[src/rtl/mbus_tx_sched.sv]
// Round-robin scheduler sharing one MBus node TX port between NUM_REQ requesters.
// Handles multi-word sequencing, single-word retry and a per-message watchdog.
module mbus_tx_sched #(
    parameter int unsigned NUM_REQ       = 4,
    parameter int unsigned ADDR_WIDTH    = 32,
    parameter int unsigned DATA_WIDTH    = 32,
    parameter int unsigned MAX_RETRY     = 3,
    parameter int unsigned TIMEOUT_WIDTH = 16
) (
    input  logic                             CLK_EXT,
    input  logic                             RESETn,
    input  logic [NUM_REQ-1:0]               REQ_VALID,
    input  logic [NUM_REQ*ADDR_WIDTH-1:0]    REQ_ADDR,
    input  logic [NUM_REQ*DATA_WIDTH-1:0]    REQ_DATA,
    input  logic [NUM_REQ-1:0]               REQ_PEND,
    output logic [NUM_REQ-1:0]               REQ_READY,
    output logic [NUM_REQ-1:0]               REQ_DONE,
    output logic [NUM_REQ-1:0]               REQ_FAIL,
    output logic [NUM_REQ-1:0]               GRANT,
    output logic [ADDR_WIDTH-1:0]            TX_ADDR,
    output logic [DATA_WIDTH-1:0]            TX_DATA,
    output logic                             TX_REQ,
    output logic                             TX_PEND,
    input  logic                             TX_ACK,
    input  logic                             TX_SUCC,
    input  logic                             TX_FAIL,
    output logic                             TX_RESP_ACK,
    input  logic [TIMEOUT_WIDTH-1:0]         TIMEOUT,
    output logic                             BUSY
);

    localparam int unsigned IDX_W = (NUM_REQ > 1) ? $clog2(NUM_REQ) : 1;

    typedef enum logic [2:0] {
        StIdle, StArb, StSend, StAckLow, StNext, StResult, StResp
    } state_e;

    state_e                   state_q, state_d;
    logic [IDX_W-1:0]         gidx_q, gidx_d;
    logic [IDX_W-1:0]         rr_q, rr_d;
    logic [ADDR_WIDTH-1:0]    addr_q, addr_d;
    logic [DATA_WIDTH-1:0]    data_q, data_d;
    logic                     pend_q, pend_d;
    logic                     multi_q, multi_d;
    logic                     retrying_q, retrying_d;
    logic [2:0]               retry_q, retry_d;
    logic [TIMEOUT_WIDTH-1:0] wd_q, wd_d;

    logic [ADDR_WIDTH-1:0]    req_addr [NUM_REQ];
    logic [DATA_WIDTH-1:0]    req_data [NUM_REQ];
    logic [IDX_W-1:0]         arb_idx;
    logic                     arb_found;
    logic [IDX_W-1:0]         next_rr;
    logic                     counted;
    logic                     wd_fire;
    logic                     timeout;

    for (genvar gi = 0; gi < NUM_REQ; gi++) begin : g_unpack
        assign req_addr[gi] = REQ_ADDR[gi*ADDR_WIDTH +: ADDR_WIDTH];
        assign req_data[gi] = REQ_DATA[gi*DATA_WIDTH +: DATA_WIDTH];
    end

    // First valid requester at or above the RR pointer, with wrap
    always_comb begin
        int unsigned      j;
        logic [IDX_W-1:0] jj;
        arb_found = 1'b0;
        arb_idx   = '0;
        j         = 0;
        jj        = '0;
        for (int unsigned k = 0; k < NUM_REQ; k++) begin
            j  = (32'(rr_q) + k) % NUM_REQ;
            jj = IDX_W'(j);
            if (!arb_found && REQ_VALID[jj]) begin
                arb_found = 1'b1;
                arb_idx   = jj;
            end
        end
    end

    assign next_rr = (gidx_q == IDX_W'(NUM_REQ - 1)) ? '0 : gidx_q + IDX_W'(1);
    assign counted = (state_q == StSend) || (state_q == StAckLow) ||
                     (state_q == StNext) || (state_q == StResult);
    assign wd_fire = (TIMEOUT != '0) && (wd_q == TIMEOUT - TIMEOUT_WIDTH'(1));
    // A node response already on the wire beats the watchdog, so RESP still handshakes
    assign timeout = counted && wd_fire && !((state_q == StResult) && (TX_SUCC || TX_FAIL));

    always_comb begin
        state_d    = state_q;
        gidx_d     = gidx_q;
        rr_d       = rr_q;
        addr_d     = addr_q;
        data_d     = data_q;
        pend_d     = pend_q;
        multi_d    = multi_q;
        retrying_d = retrying_q;
        retry_d    = retry_q;
        wd_d       = wd_q;
        GRANT      = '0;
        REQ_READY  = '0;
        REQ_DONE   = '0;
        REQ_FAIL   = '0;

        if (counted) begin
            wd_d = wd_q + TIMEOUT_WIDTH'(1);
        end
        if ((state_q != StIdle) && (state_q != StArb)) begin
            GRANT[gidx_q] = 1'b1;
        end

        if (timeout) begin
            REQ_FAIL[gidx_q] = 1'b1;
            rr_d             = next_rr;
            state_d          = StIdle;
        end else begin
            unique case (state_q)
                StIdle: begin
                    if (|REQ_VALID) begin
                        state_d = StArb;
                    end
                end
                StArb: begin
                    if (arb_found) begin
                        GRANT[arb_idx]     = 1'b1;
                        REQ_READY[arb_idx] = 1'b1;
                        gidx_d             = arb_idx;
                        addr_d             = req_addr[arb_idx];
                        data_d             = req_data[arb_idx];
                        pend_d             = REQ_PEND[arb_idx];
                        multi_d            = REQ_PEND[arb_idx];
                        retry_d            = '0;
                        retrying_d         = 1'b0;
                        wd_d               = '0;
                        state_d            = StSend;
                    end else begin
                        state_d = StIdle;
                    end
                end
                StSend: begin
                    if (TX_ACK) begin
                        state_d = StAckLow;
                    end
                end
                StAckLow: begin
                    if (!TX_ACK) begin
                        state_d = pend_q ? StNext : StResult;
                    end
                end
                StNext: begin
                    if (REQ_VALID[gidx_q]) begin
                        REQ_READY[gidx_q] = 1'b1;
                        data_d            = req_data[gidx_q];
                        pend_d            = REQ_PEND[gidx_q];
                        state_d           = StSend;
                    end
                end
                StResult: begin
                    if (TX_SUCC) begin
                        REQ_DONE[gidx_q] = 1'b1;
                        state_d          = StResp;
                    end else if (TX_FAIL) begin
                        if (!multi_q && (retry_q < 3'(MAX_RETRY))) begin
                            retry_d    = retry_q + 3'd1;
                            retrying_d = 1'b1;
                            wd_d       = '0;
                        end else begin
                            REQ_FAIL[gidx_q] = 1'b1;
                        end
                        state_d = StResp;
                    end
                end
                StResp: begin
                    if (!TX_SUCC && !TX_FAIL) begin
                        if (retrying_q) begin
                            retrying_d = 1'b0;
                            state_d    = StSend;
                        end else begin
                            rr_d    = next_rr;
                            state_d = StIdle;
                        end
                    end
                end
                default: state_d = StIdle;
            endcase
        end
    end

    always_ff @(posedge CLK_EXT or negedge RESETn) begin
        if (!RESETn) begin
            state_q    <= StIdle;
            gidx_q     <= '0;
            rr_q       <= '0;
            addr_q     <= '0;
            data_q     <= '0;
            pend_q     <= 1'b0;
            multi_q    <= 1'b0;
            retrying_q <= 1'b0;
            retry_q    <= '0;
            wd_q       <= '0;
        end else begin
            state_q    <= state_d;
            gidx_q     <= gidx_d;
            rr_q       <= rr_d;
            addr_q     <= addr_d;
            data_q     <= data_d;
            pend_q     <= pend_d;
            multi_q    <= multi_d;
            retrying_q <= retrying_d;
            retry_q    <= retry_d;
            wd_q       <= wd_d;
        end
    end

    assign TX_ADDR     = addr_q;
    assign TX_DATA     = data_q;
    assign TX_PEND     = pend_q;
    assign TX_REQ      = (state_q == StSend);
    assign TX_RESP_ACK = (state_q == StResp);
    assign BUSY        = (state_q != StIdle);

endmodule
[config.mk]
export PLATFORM = sky130hd
export DESIGN_NAME = mbus_tx_sched
export DESIGN_NICKNAME = d
export VERILOG_FILES = /design/src/rtl/mbus_tx_sched.sv
export SDC_FILE = /design/constraint.sdc
export NUM_CORES = 1
export LEC_CHECK = 0
export CORE_AREA = 5 5 142 144
export DETAILED_ROUTE_END_ITERATION = 10
export DIE_AREA = 0 0 147 149
export GPL_ROUTABILITY_DRIVEN = 0
export PLACE_DENSITY = 0.92
export SYNTH_ARGS = -nofsm -noshare
export SYNTH_HDL_FRONTEND = slang
export SYNTH_SLANG_ARGS = --single-unit
[constraint.sdc]
create_clock -name CLK_EXT -period 6.7 [get_ports CLK_EXT]
set_input_delay 0.67 -clock CLK_EXT [delete_from_list [all_inputs] [get_ports CLK_EXT]]
set_output_delay 0.67 -clock CLK_EXT [all_outputs]
set_load 0.03 [all_outputs]
==> summary.md, run 1 <==
• 42.6% — Initial Utilization
• 0 — post-CTS setup buffer count
• clkdlybuf4s50_1 — cell mode on critical path
• 83.2% — ratio of final minimum period to clock period
• 18600 sq um — core area
• simple AND/OR/NAND/NOR gates — kind of cell adding the most delay to the critical path
• in -> out — path type of the worst setup path
• 22.0 mm — final HPWL from detailed placement
• primary output — endpoint class of the critical path
• 64 — number of library cell types mapped by synthesis
• nor2b_4 — crit path max-delay cell type
• 0 — Setup violations, final
• TX_DATA[0] — Crit Reg-Reg Endpoint
• input pin — Worst Setup Start Kind
• clkdlybuf4s50_1 -> inv_1 -> ha_1 -> nor4b_4 -> nand2_1 -> nor4b_2 -> a41oi_1 -> o31a_1 -> nor3_2 -> buf_4 -> nor2b_4 -> a32o_1 -> clkdlybuf4s50_1 — Cell Chain, Critical Path
• state_q[1] — startpoint of the worst-slack reg-to-reg timing path
• 0 — # DRC
• dfrtp_1 — most common flop cell mapped by yosys
• 4.90 ns — Critical Path AT
• 0 — final count of hold timing violations
• 7910 sq um — Syn Std Cell Area
• 0 — Post-CTS Hold Buffers
• 13 — number of cells on the critical path
• 10 — Register-to-Register Path Depth
• false — unrepaired setup endpoints after global routing
• 4 — Critical path buffers and inverters
• 9.40 sq um — syn avg cell area
• 2.91 ns — setup slack, reg-to-reg
• 842 — Gate Count Post-Synth
• 0 — Antenna Diode Count
• 4.88 nW — Leak Pwr
• 1.99 mW — Switching Power
• 44.1% — switching share of power
• 3 — H-tree lvl count
• 5.57 ns — min cycle time layout
• 0 — total overflow reported by the global router
• 0 — Post-DRT Antenna Nets
• 64.5% — end-of-flow core utilization
• 21900 sq um — die area
• dfrtp_1, mux4_2, mux2i_1 — top cells by area in the synthesized netlist
• 20.4% — Slew HR
• 0.179 GHz — timing-limited maximum frequency
• 0 ns — summed negative setup slack over all endpoints
• 39 — maximum net fanout on the critical path
• 29.4% — post-synthesis sequential area ratio
• 368 — port bufs
• TIMEOUT[0] — Critical Path Source
• 1460 — total number of nets in the final design
• 0.00991 ns — Worst Clk Skew
• 6.03 ns — critical path required time
• 8093 — via count
• 7 — Initial DRT Pass Iterations
• 0 — yosys warns
• 0 — number of antenna violations at the first check in global routing
• 22.7% — share of total power in sequential cells
• 0.92 ns — CP max stage delay
• 29.4% — post-synth top area share
• 377 nW/um^2 — power density over cell area
• clkbuf_16 — Clock Root Buffer
• 100% — fraction of registers with async set/reset
• 2 — deepest clock path buffer count
• 1.19 ns — slew at the pin closest to its max-slew limit
• 93 — flip-flop and latch count after synthesis
• yes — CTS tree
• 9.65% — layout cells sized above 1
• 24.7% — GRT Overall Usage
• 0 — final number of max-transition violations
• 51.5% — Area Growth Syn to Fin
• in -> async — worst min-delay path category
• 9 — clock buffer count from CTS
• GRANT[0] — end point of the critical path
• 8428 — number of global-route vias before repair
• 20.1 um — wire length per cell
• 0.34 ns — worst skew pair latency
• 2.52 mW — design internal power
• 369 — IO Count
• 214 uV — IR Drop Worst-Case VDD
• 149 um — y dimension of the die
• finished clean — outcome
• dfrtp_1 — top cell type by total area after synthesis
• 78 — pin count of the biggest net entering global routing
• 1136 — Synth Net Count
• nand2_1, dfrtp_1, nor2_1 — top cell types by occurrence after synthesis
• 43.9 mm — wire length of the first global-routing pass
• 10.7% — clock share of power
• 93 — clk sink count
• 66.6% — share of power burned in combinational logic
• 0.06 ns — CTS clk-pin slew, worst paths
• 483 — first-iteration detailed-routing DRC count
• nand2_1 — dominant cell by count in the synthesized netlist
• 0 — count of max-cap constraint violations
• 50 — number of cell rows
• 28.3 mm — Routed WL
• 147 um — die width
• 0 — number of resized instances in the post-cts repair step
• 0 — number of enable flip-flop cells after synthesis
• 5.76 — Vias/cell
-- kinds of logic after synthesis --
group                    after synthesis  share of synthesized area [%]
flip-flops                            93                           29.4
AND/OR/NAND/NOR                      330                           19.4
XOR/XNOR                              36                           3.98
AO/OA/AOI/OAI                        121                           11.4
multiplexers                         174                           30.1
buffers and inverters                 79                           4.35
adder cells (fa/ha/maj)                9                           1.42
-- through the flow --
| step | hold slack, ns | instance area, sq um | setup slack (ns) | cells | total power, mW |
|---|---|---|---|---|---|
| floorplan | 0.374 | 7910 | 3.01 | 842 | 3.00 |
| global placement | 0.467 | 11700 | 1.31 | 1389 | 3.98 |
| detailed placement | 0.474 | 11700 | 1.15 | 1389 | 4.06 |
| CTS | 0.348 | 12000 | 1.12 | 1405 | 4.56 |
| global route | 0.389 | 12000 | 0.847 | 1405 | 4.79 |
| finish | 0.334 | 12000 | 1.13 | 1405 | 4.52 |
-- registers in the layout (all words and copies together) (netlist names) --
name        count
gidx_q          2
state_q         3
wd_q           16
TX_PEND         1
TX_ADDR        32
multi_q         1
rr_q            2
TX_DATA        32
retry_q         3
retrying_q      1
-- area by class of cell --
type                    count  area [sq um]
clock buffers              11           243
clock inverters             5          35.0
fillers                  1440          6590
inverters                  14          52.6
multi-input cells         670          5280
flip-flops and latches     93          2330
well taps                 234           293
repair buffers            378          3760
-- power groups by stage --
| stage | registers (mW) | logic, mW | clock network, mW |
|---|---|---|---|
| 6_report | 1.03 | 3.01 | 0.481 |
| 3_5_place_dp | 1.03 | 3.02 | 0 |
| 4_1_cts | 1.03 | 3.03 | 0.497 |
| 2_1_floorplan | 1.35 | 1.65 | 0 |
| 3_3_place_gp | 1.02 | 2.96 | 0 |
| 5_1_grt | 1.06 | 3.21 | 0.519 |
-- worst min-delay path by stage --
stage | start | to | cells after the start | slack (ns)
global placement | TX_ADDR[25] | TX_ADDR[25] | 1 | 0.47
global route | RESETn | TX_ADDR[16] | 1 | 0.39
finish | RESETn | TX_ADDR[16] | 1 | 0.33
detailed placement | TX_ADDR[31] | TX_ADDR[31] | 1 | 0.47
CTS | RESETn | TX_ADDR[16] | 1 | 0.35
floorplan | RESETn | TX_ADDR[0] | 0 | 0.37
-- layout by cell type (no fill, tap or decap), drive strengths merged, types with 3 or more instances in the layout --
cell type,count
clkdlybuf4s50,367
a211oi,3
nor2b,10
clkinv,4
nand2,147
nand4,11
clkbuf,11
a221oi,33
xor2,19
nor3,12
mux2i,71
or3,3
a32o,4
mux2,69
a32oi,5
inv,14
nand2b,6
buf,11
nand3,5
nor2,83
a21oi,12
a31oi,34
ha,9
mux4,34
dfrtp,93
nor4,3
o21ai,10
and3,39
xnor2,17
-- metal layers --
| layer | global-route usage, % | share of wire (%) | up-vias |
|---|---|---|---|
| li1 | - | - | 3748 |
| met1 | 28.4 | 37 | 3819 |
| met2 | 43.1 | 49 | 443 |
| met3 | 6.50 | 9.7 | 83 |
| met4 | 11.8 | 4.7 | 0 |
| met5 | 0 | 0 | - |
-- worst reg2reg max path, delay by kind of cell, from the launching register on --
family                   cells  cell delay (ns)
flip-flops                   1             0.53
AND/OR/NAND/NOR              2             1.11
AO/OA/AOI/OAI                4             0.60
buffers and inverters        2             0.52
adder cells (fa/ha/maj)      1             0.49
multiplexers                 1             0.43
Note: power is estimated with default switching activity, not from simulation.
==> run 2, diff against run 1 <==
Settings changed: CORE_AREA 5 5 142 144 to not set, CORE_MARGIN set to 5, CORE_UTILIZATION set to 43, DIE_AREA 0 0 147 149 to not set, PLACE_DENSITY 0.92 to 0.93.
Clock period 6.7 ns to 5.61 ns, I/O delays scaled along.
==> run 2 against run 1 <==
Highest routed layer unchanged. Critical endpoint is now GRANT[2]. First-iteration DRC count is 45% higher. Total power up 20%. Core utilization rose by 2.0 points. Cell count decreased by 0.21%.
==> summary.md, run 2 (synthesis results as in run 1) <==
• 0 — Antenna Diode Count, unchanged
• in -> out — path type of the worst setup path
• 11 — Register-to-Register Path Depth, +1
• 66.5% — end-of-flow core utilization, +2.0 points
• 8464 — number of global-route vias before repair, +0.43%
• 86 — pin count of the biggest net entering global routing, +10%
• 20.9 um — wire length per cell, +3.7%
• 12 — number of cells on the critical path, -1
• 22.8 mm — final HPWL from detailed placement, +3.9%
• 91.7% — ratio of final minimum period to clock period
• 23.1% — Slew HR, +2.7 points
• input pin — Worst Setup Start Kind
• 45.6 mm — wire length of the first global-routing pass, +4.0%
• 0 — total overflow reported by the global router, unchanged
• clkdlybuf4s50_1 -> inv_1 -> ha_1 -> nor4b_4 -> nand2_1 -> nor4b_2 -> a41oi_1 -> o31a_1 -> nor3_2 -> nor2b_4 -> a32o_1 -> clkdlybuf4s50_1 — Cell Chain, Critical Path
• 1463 — total number of nets in the final design, +0.21%
• 2330 sq um — FF+latch area, unchanged
• 344 uV — IR Drop Worst-Case VDD, +61%
• 21200 sq um — die area, -3.1%
• 146 um — die width, -0.91%
• 49 — number of cell rows, -2.0%
• 0.06 ns — CTS clk-pin slew, worst paths, about the same
• clkdlybuf4s50_1, nand2_1, dfrtp_1, nor2_1, mux2i_1 — most used cells in the layout excluding fill and tap cells
• 3 — H-tree lvl count, unchanged
• 0 — post-CTS setup buffer count, unchanged
• clkbuf_16 — Clock Root Buffer
• 1332 — Filler cells, -7.5%
• 93 — clk sink count, unchanged
• 369 — IO Count, unchanged
• 2 — deepest clock path buffer count, unchanged
• 700 — first-iteration detailed-routing DRC count, +45%
• 26.2% — GRT Overall Usage, +1.5 points
• 1.15 ns — slew at the pin closest to its max-slew limit, -0.0412 ns
• clkdlybuf4s50_1 — cell mode on critical path
• 9 — clock buffer count from CTS, unchanged
• 0 ns — summed negative setup slack over all endpoints, unchanged
• 9.72% — layout cells sized above 1, +0.069 points
• 0 — number of antenna violations at the first check in global routing, unchanged
• 0 — final number of max-transition violations, unchanged
• 0 — Post-CTS Hold Buffers, unchanged
• 5.41 mW — overall power after layout, +20%
• simple AND/OR/NAND/NOR gates — kind of cell adding the most delay to the critical path
• 0.34 ns — worst skew pair latency, about the same
• primary output — endpoint class of the critical path
• 0 — number of resized instances in the post-cts repair step, unchanged
• 0 — Post-DRT Antenna Nets, unchanged
• 0.194 GHz — timing-limited maximum frequency
• in -> async — worst min-delay path category
• 4.58 ns — Critical Path AT, -0.32 ns
• 8332 — via count, +3.0%
• 5 — Initial DRT Pass Iterations, -2
• 39 — maximum net fanout on the critical path, unchanged
• yes — CTS tree
• 43.9% — Initial Utilization, +1.3 points
• state_q[1] — startpoint of the worst-slack reg-to-reg timing path
• finished clean — outcome
• 0.0103 ns — Worst Clk Skew, +0.000434 ns
• 5.15 ns — min cycle time layout
• 452 nW/um^2 — power density over cell area, +20%
• 5280 sq um — Multi-input gate area, unchanged
• 368 — port bufs, unchanged
• nor2b_4 — crit path max-delay cell type
• 4.88 nW — Leak Pwr, about the same
• 1387 — Placed Cells incl. Taps, -0.14%
• false — unrepaired setup endpoints after global routing
• 5.05 ns — critical path required time, -0.98 ns
• 0 — # DRC, unchanged
• 3 — Critical path buffers and inverters, -1
• clkdlybuf4s50_1 — leading cell type in the layout, fill and taps excluded
• 18000 sq um — core area, -3.0%
• 29.3 mm — Routed WL, +3.5%
• 146 um — y dimension of the die, -2.2%
• TX_DATA[0] — Crit Reg-Reg Endpoint
• 51.5% — Area Growth Syn to Fin, about the same
• 0.89 ns — CP max stage delay, -0.03 ns
• 1.68 ns — setup slack, reg-to-reg, -1.23 ns
• 5.94 — Vias/cell, +3.2%
• 0 — final count of hold timing violations, unchanged
• 1402 — post-route non-filler standard cell count, -0.21%
• 0 — Setup violations, final, unchanged
• 0 — count of max-cap constraint violations, unchanged
-- run 2: changes by cell type in the layout (fill, tap and decap cells not counted) --
cell      previous run  this run
inv_6                1         0
buf_4               11        14
clkbuf_1             1         2
clkbuf_8             1         0
-- run 2: through the flow --
step / area (sq um) / hold WS, ns / setup slack, ns
after global placement: 11700 / 0.389 / 0.628
after global routing: 12000 / 0.0241 / 0.194
after detailed placement: 11700 / 0.391 / 0.492
after CTS: 12000 / 0.0180 / 0.488
after floorplan: 7910 / 0.265 / 2.14
final: 12000 / 0.0350 / 0.465
-- run 2: layer usage --
layer | GRT usage (%) | part of all wire (%)
met1 | 31.5 | 38
met4 | 11.2 | 4.3
met2 | 45.8 | 50
met5 | 0 | 0
met3 | 4.95 | 8.2
-- run 2: how the worst max path moves through the flow --
stage	slack (ns)	endpoint	start
final	0.46	GRANT[2]	TIMEOUT[0]
after floorplan	2.14	GRANT[0]	TIMEOUT[0]
after CTS	0.49	GRANT[2]	TIMEOUT[0]
after global routing	0.19	GRANT[1]	TIMEOUT[0]
after detailed placement	0.49	GRANT[2]	TIMEOUT[0]
after global placement	0.63	GRANT[1]	TIMEOUT[0]
-- run 2: area by class of cell --
cell class | count | share of cell area (%)
multi-input cells | 670 | 44.1
clock inverters | 4 | 0.219
repair buffers | 381 | 31.5
well taps | 229 | 2.39
inverters | 14 | 0.438
flip-flops and latches | 93 | 19.4
clock buffers | 11 | 1.94
-- run 2: power by group --
| group | leakage (nW) | switching, mW | internal, mW |
|---|---|---|---|
| clock | 0.125 | 0.251 | 0.298 |
| sequential | 1.12 | 0.264 | 0.970 |
| combinational | 3.63 | 1.90 | 1.73 |
